**src/rtl/scan_sequencer.sv**
```systemverilog
// Frame sequencer upstream of the Transmitter: sweeps angle start..stop by step, one scanline at a time.
// Optional SEQ_CONTINUOUS_EN: restart the sweep after each frame instead of returning to IDLE.
module scan_sequencer #(
  parameter int DW_ANGLE  = 8,
  parameter int DW_INPUT  = 8,
  parameter int DW_POINTS = 13,
  parameter int DW_GAP    = 16,
  parameter int SETUP_CYC = 7
) (
  input  logic                 clk,
  input  logic                 rst,
  input  logic                 start,
  input  logic                 abort,
  input  logic [DW_INPUT-1:0]  cfg_r_0,
  input  logic [DW_ANGLE-1:0]  cfg_angle_start,
  input  logic [DW_ANGLE-1:0]  cfg_angle_stop,
  input  logic [DW_ANGLE-1:0]  cfg_angle_step,
  input  logic [DW_POINTS-1:0] cfg_num_points,
  input  logic [DW_GAP-1:0]    cfg_gap,
  output logic [DW_INPUT-1:0]  r_0,
  output logic [DW_ANGLE-1:0]  angle,
  output logic [DW_POINTS-1:0] num_points,
  output logic                 initiate,
  input  logic                 tx_done,
  output logic                 busy,
  output logic [7:0]           line_idx,
  output logic                 frame_done,
  output logic                 cfg_err
);

  typedef enum logic [2:0] {
    S_IDLE, S_SETUP, S_FIRE, S_WAIT_DONE, S_GAP, S_NEXT, S_DRAIN
  } state_t;

  localparam logic [DW_GAP-1:0] SETUP_LAST = DW_GAP'(SETUP_CYC - 1);

  state_t state, state_nxt;

  logic [DW_ANGLE-1:0] start_q, stop_q, step_q;
  logic [DW_GAP-1:0]   gap_q, cnt;
  logic [DW_ANGLE:0]   angle_sum;
  logic                cfg_ok, sweep_end;
  logic                load_frame, advance, rewind, err_set;

  assign busy = (state != S_IDLE);

  always_comb begin
    state_nxt  = state;
    initiate   = 1'b0;
    frame_done = 1'b0;
    load_frame = 1'b0;
    advance    = 1'b0;
    rewind     = 1'b0;
    err_set    = 1'b0;
    cfg_ok     = (cfg_angle_step != '0) && (cfg_angle_start <= cfg_angle_stop);
    // One extra bit so a wrap past the top of the angle range ends the sweep.
    angle_sum  = {1'b0, angle} + {1'b0, step_q};
    sweep_end  = (angle_sum > {1'b0, stop_q});

    case (state)
      S_IDLE: begin
        if (start && !abort) begin
          if (cfg_ok) begin
            load_frame = 1'b1;
            state_nxt  = S_SETUP;
          end else begin
            err_set = 1'b1;
          end
        end
      end
      S_SETUP: begin
        if (abort)                   state_nxt = S_IDLE;
        else if (cnt == SETUP_LAST)  state_nxt = S_FIRE;
      end
      S_FIRE: begin
        initiate  = 1'b1;
        state_nxt = abort ? S_DRAIN : S_WAIT_DONE;
      end
      S_WAIT_DONE: begin
        if (tx_done) begin
          if (abort)              state_nxt = S_IDLE;
          else if (gap_q != '0)   state_nxt = S_GAP;
          else                    state_nxt = S_NEXT;
        end else if (abort) begin
          state_nxt = S_DRAIN;
        end
      end
      S_GAP: begin
        if (abort)                              state_nxt = S_IDLE;
        else if (cnt == gap_q - DW_GAP'(1))     state_nxt = S_NEXT;
      end
      S_NEXT: begin
        if (abort) begin
          state_nxt = S_IDLE;
        end else if (sweep_end) begin
          frame_done = 1'b1;
`ifdef SEQ_CONTINUOUS_EN
          rewind     = 1'b1;
          state_nxt  = S_SETUP;
`else
          state_nxt  = S_IDLE;
`endif
        end else begin
          advance   = 1'b1;
          state_nxt = S_SETUP;
        end
      end
      S_DRAIN: begin
        if (tx_done) state_nxt = S_IDLE;
      end
      default: state_nxt = S_IDLE;
    endcase
  end

  always_ff @(posedge clk) begin
    if (rst) begin
      state      <= S_IDLE;
      cnt        <= '0;
      start_q    <= '0;
      stop_q     <= '0;
      step_q     <= '0;
      gap_q      <= '0;
      r_0        <= '0;
      angle      <= '0;
      num_points <= '0;
      line_idx   <= '0;
      cfg_err    <= 1'b0;
    end else begin
      state   <= state_nxt;
      cnt     <= (state_nxt != state) ? '0 : cnt + DW_GAP'(1);
      cfg_err <= err_set;
      if (load_frame) begin
        start_q    <= cfg_angle_start;
        stop_q     <= cfg_angle_stop;
        step_q     <= cfg_angle_step;
        gap_q      <= cfg_gap;
        r_0        <= cfg_r_0;
        angle      <= cfg_angle_start;
        num_points <= cfg_num_points;
        line_idx   <= '0;
      end
      if (advance) begin
        angle    <= angle_sum[DW_ANGLE-1:0];
        line_idx <= line_idx + 8'd1;
      end
      if (rewind) begin
        angle    <= start_q;
        line_idx <= '0;
      end
    end
  end

endmodule
```
**config.mk**
```make
export PLATFORM = sky130hd
export DESIGN_NAME = scan_sequencer
export DESIGN_NICKNAME = d
export VERILOG_FILES = /design/src/rtl/scan_sequencer.sv
export SDC_FILE = /design/constraint.sdc
export NUM_CORES = 1
export LEC_CHECK = 0
export ABC_AREA = 1
export BUFFER_PORTS_ARGS = -buffer_cell sky130_fd_sc_hd__buf_2
export CORE_ASPECT_RATIO = 0.9
export CORE_MARGIN = 5
export CORE_UTILIZATION = 55
export DETAILED_ROUTE_END_ITERATION = 8
export GPL_ROUTABILITY_DRIVEN = 0
export PLACE_DENSITY = 0.87
export SYNTH_ARGS = -nofsm -noshare
export SYNTH_HDL_FRONTEND = slang
export SYNTH_SLANG_ARGS = --single-unit
```
**constraint.sdc**
```tcl
create_clock -name clk -period 3.5 [get_ports clk]
set_input_delay 0.7 -clock clk [delete_from_list [all_inputs] [get_ports clk]]
set_output_delay 0.7 -clock clk [all_outputs]
set_load 0.02 [all_outputs]
```
==> impl_metrics.csv <==
group,metric,value,unit
yosys,synth_cell_types,36,
timing,period_minus_slack,3520,ps
route,vias,4990,
outcome,violations,"negative setup slack",
hold_path,hp-start,"r_0[6]",
setup_path,crit_fanout,2,
route,drtIter0Drc,310,
setup_path,worstPathRequired,2800,ps
die,die_area,11200,µm²
timing,holdWs,468,ps
grt,grt_usage,0.228,
cells_and_area,final_common_cell,"nand2_1",
cells_and_area,drive_above_1_share,0.229,
setup_path,crit_type,"reg -> out",
die,core-area,9040,µm²
grt,overflow,0,
timing,tightest_slew,800,ps
die,start_util,0.557,
die,die_w,111,µm
grt,grt_pass1_vias,4655,
yosys,synth-compound-area-share,0.137,
timing,max_freq,284,MHz
setup_path,crit_arrival,2820,ps
cells_and_area,fin_nets,914,
timing,timing.final.ws_setup,-20.0,ps
yosys,synthAdderAreaFrac,0.0735,
yosys,yosysWarnings,0,
cells_and_area,fill_cells,771,
clock_network,htree_levels,3,
hold_path,min_path_type,"reg -> reg",
yosys,synthXorXnorAreaFrac,0.0469,
place,pre_cts_ws,307,ps
setup_path,crit_path_end_kind,"output port",
yosys,synthSimpleGateAreaFrac,0.303,
yosys,syn_area_per_cell,7.04,µm²
yosys,yosysTopAreaCellShare,0.354,
yosys,synth.yosys.seq_area_share,0.354,
pwr,ir_worst_vdd,315,µV
route,drcViolationCount,0,
cells_and_area,fin_util,0.662,
timing,max_slew_margin,0.466,
route,dr.pass1.iters,5,
yosys,synth_mux_area_frac,0,
cells_and_area,final_cell_mix,"192 x nand2_1, 105 x buf_2, 83 x dfxtp_1",
yosys,synth_nets,811,
yosys,netlist_instances,716,
route,wirelength,12.8,mm
place,post-dp-hpwl,9.22,mm
timing,setup_violations,1,
yosys,syn-cell-area,5040,µm²
pwr,p_leak,0.00278,µW
timing,slew_violations,0,
timing,rsz0062_at_grt,"yes",
place,io_buffers,106,
yosys,yosysTopAreaCell,"dfxtp_1",
yosys,synth_area_leaders,"dfxtp_1 35%, nand2_1 15%, a21oi_1 8.1%, ha_1 7.0%, inv_1 6.1%",
clock_network,hold_buffers,0,
cells_and_area,n_antenna_cell,0,
clock_network,cts_root_buf,"clkbuf_8",
clock_network,numCtsBuffers,9,
clock_network,cts.clk_slew.worst_paths,100,ps
yosys,synth_top_family_by_area,"simple AND/OR/NAND/NOR gates",
route,antenna_left,0,
route,via_per_inst,5.27,
setup_path,slowest_stage,"fa_2",
die,rows,33,
die,die_y,101,µm
outcome,status,"complete, but fails checks",
grt,antenna_found_initial,0,
setup_path,cpMostUsedCell,"nand2_1",
cells_and_area,area_growth,18.7,%
yosys,ys_ff_latch,89,
grt,grt_max_degree,52,
grt,grt_pass1_wl,20.9,mm
clock_network,cts_buffer_depth,2,
pwr,p_per_area,398,nW/µm²
clock_network,cts_tree,"yes",
setup_path,max_stage_delay,360,ps
clock_network,clock_latency,380,ps
timing,finalCritPeriodShare,1.01,
die,pin_count,107,
timing,finClkSkew,14.8,ps
setup_path,cp_cell_sequence,"ha_4 > fa_2 > buf_6 > xor2_2 > ha_1 > nand2_1 > inv_1 > o21bai_1 > nand2_1 > o21ai_1 > nand2_1 > nand2_2 > nand2_1 > nand2_1 > nor2_1 > buf_4",
flow_run,maxCapViolations,0,
timing,hold_viol_final,0,
setup_path,start_kind,"flop",
setup_path,r2r_start,"angle[0]",
route,routedWlPerCell,13.5,µm
clock_network,clock_sinks,89,
setup_path,cp-startpoint,"angle[0]",
[metrics by stage]
stage | std cells | setup TNS (ps) | power (µW) | instance area, µm²
6_report | 946 | -20.0 | 2380 | 5980
5_1_grt | 946 | -139 | 2510 | 5980
3_5_place_dp | 925 | 0 | 1620 | 5640
4_1_cts | 944 | 0 | 2370 | 5920
3_3_place_gp | 925 | 0 | 1610 | 5640
2_1_floorplan | 716 | 0 | 1490 | 5040
[path summary, 6_finish.rpt]
check,slack (ps),end,cells past startpoint
worst max-delay path,-20,frame_done,16
worst min-delay path,470,r_0[6],2
worst max register to register,280,cnt[2],20
worst min register to register,470,r_0[6],2
[report_power, final]
group          switching, µW  internal, µW  total [µW]
Sequential              38.5          1060        1100
Clock                    395           340         734
Combinational            339           211         550
[per-layer routing]
layer / wire, µm / global-route usage / vias up
li1: - / - / 2521
met1: 5690 / 0.298 / 2265
met2: 5720 / 0.362 / 182
met3: 1110 / 0.0630 / 22
met4: 260 / 0.0824 / 0
met5: 0 / 0 / -
[cell type report]
class / count / area (µm²) / share of cell area
Clock inverter: 6 / 75.1 / 0.0125
Inverter: 85 / 319 / 0.0533
Tap cell: 122 / 153 / 0.0255
Timing Repair Buffer: 115 / 604 / 0.101
Sequential cell: 89 / 1790 / 0.299
Multi-Input combinational cell: 519 / 2910 / 0.487
Clock buffer: 10 / 128 / 0.0213
[cell usage after synthesis]
library cell,number
nand2_2,2
clkbuf_1,11
inv_2,3
buf_12,1
nor4_2,1
and3_1,1
a31oi_1,8
ha_1,28
o31ai_1,1
nand3b_1,4
nand2_1,197
or2_2,1
a21o_1,2
o211ai_1,2
dfxtp_1,89
o21ai_1,1
o21ai_0,30
buf_2,11
a21oi_1,82
nand4_1,8
nor3_1,5
a211oi_1,1
inv_1,82
nand3_4,1
nor3_2,2
xnor2_1,4
xor2_1,23
nor2_1,43
nor4_1,2
nand3_2,5
o21a_1,2
nand3_1,39
nor2_2,10
nor2_4,11
fa_1,1
o21bai_1,2
[repair_timing]
action,CTS,global route
pin swaps,7,13
setup buffers,3,2
setup endpoints to repair,1,17
resized for setup,13,15
[sequential cells by signal (all words and copies together) (netlist names)]
| register | cells |
|---|---|
| angle | 8 |
| cfg_err | 1 |
| cnt | 16 |
| gap_q | 16 |
| line_idx | 8 |
| num_points | 13 |
| r_0 | 8 |
| state | 3 |
| step_q | 8 |
| stop_q | 8 |
[logic make-up after synthesis]
| kind of cell | Yosys count |
|---|---|
| compound gates | 131 |
| xor+xnor | 27 |
| flops | 89 |
| buf+inv | 108 |
| simple gates | 332 |
| fa+ha+maj | 29 |
[critical path: cells and delay by family (launching register included)]
kind | cells | cell delay [ps]
adders and majority gates | 3 | 830
DFF | 1 | 350
and+or+nand+nor | 7 | 480
AOI/OAI and AO/OA | 2 | 290
buffers and inverters | 3 | 340
xor gates and xnor gates | 1 | 140
(Power assumes the default switching activity.)
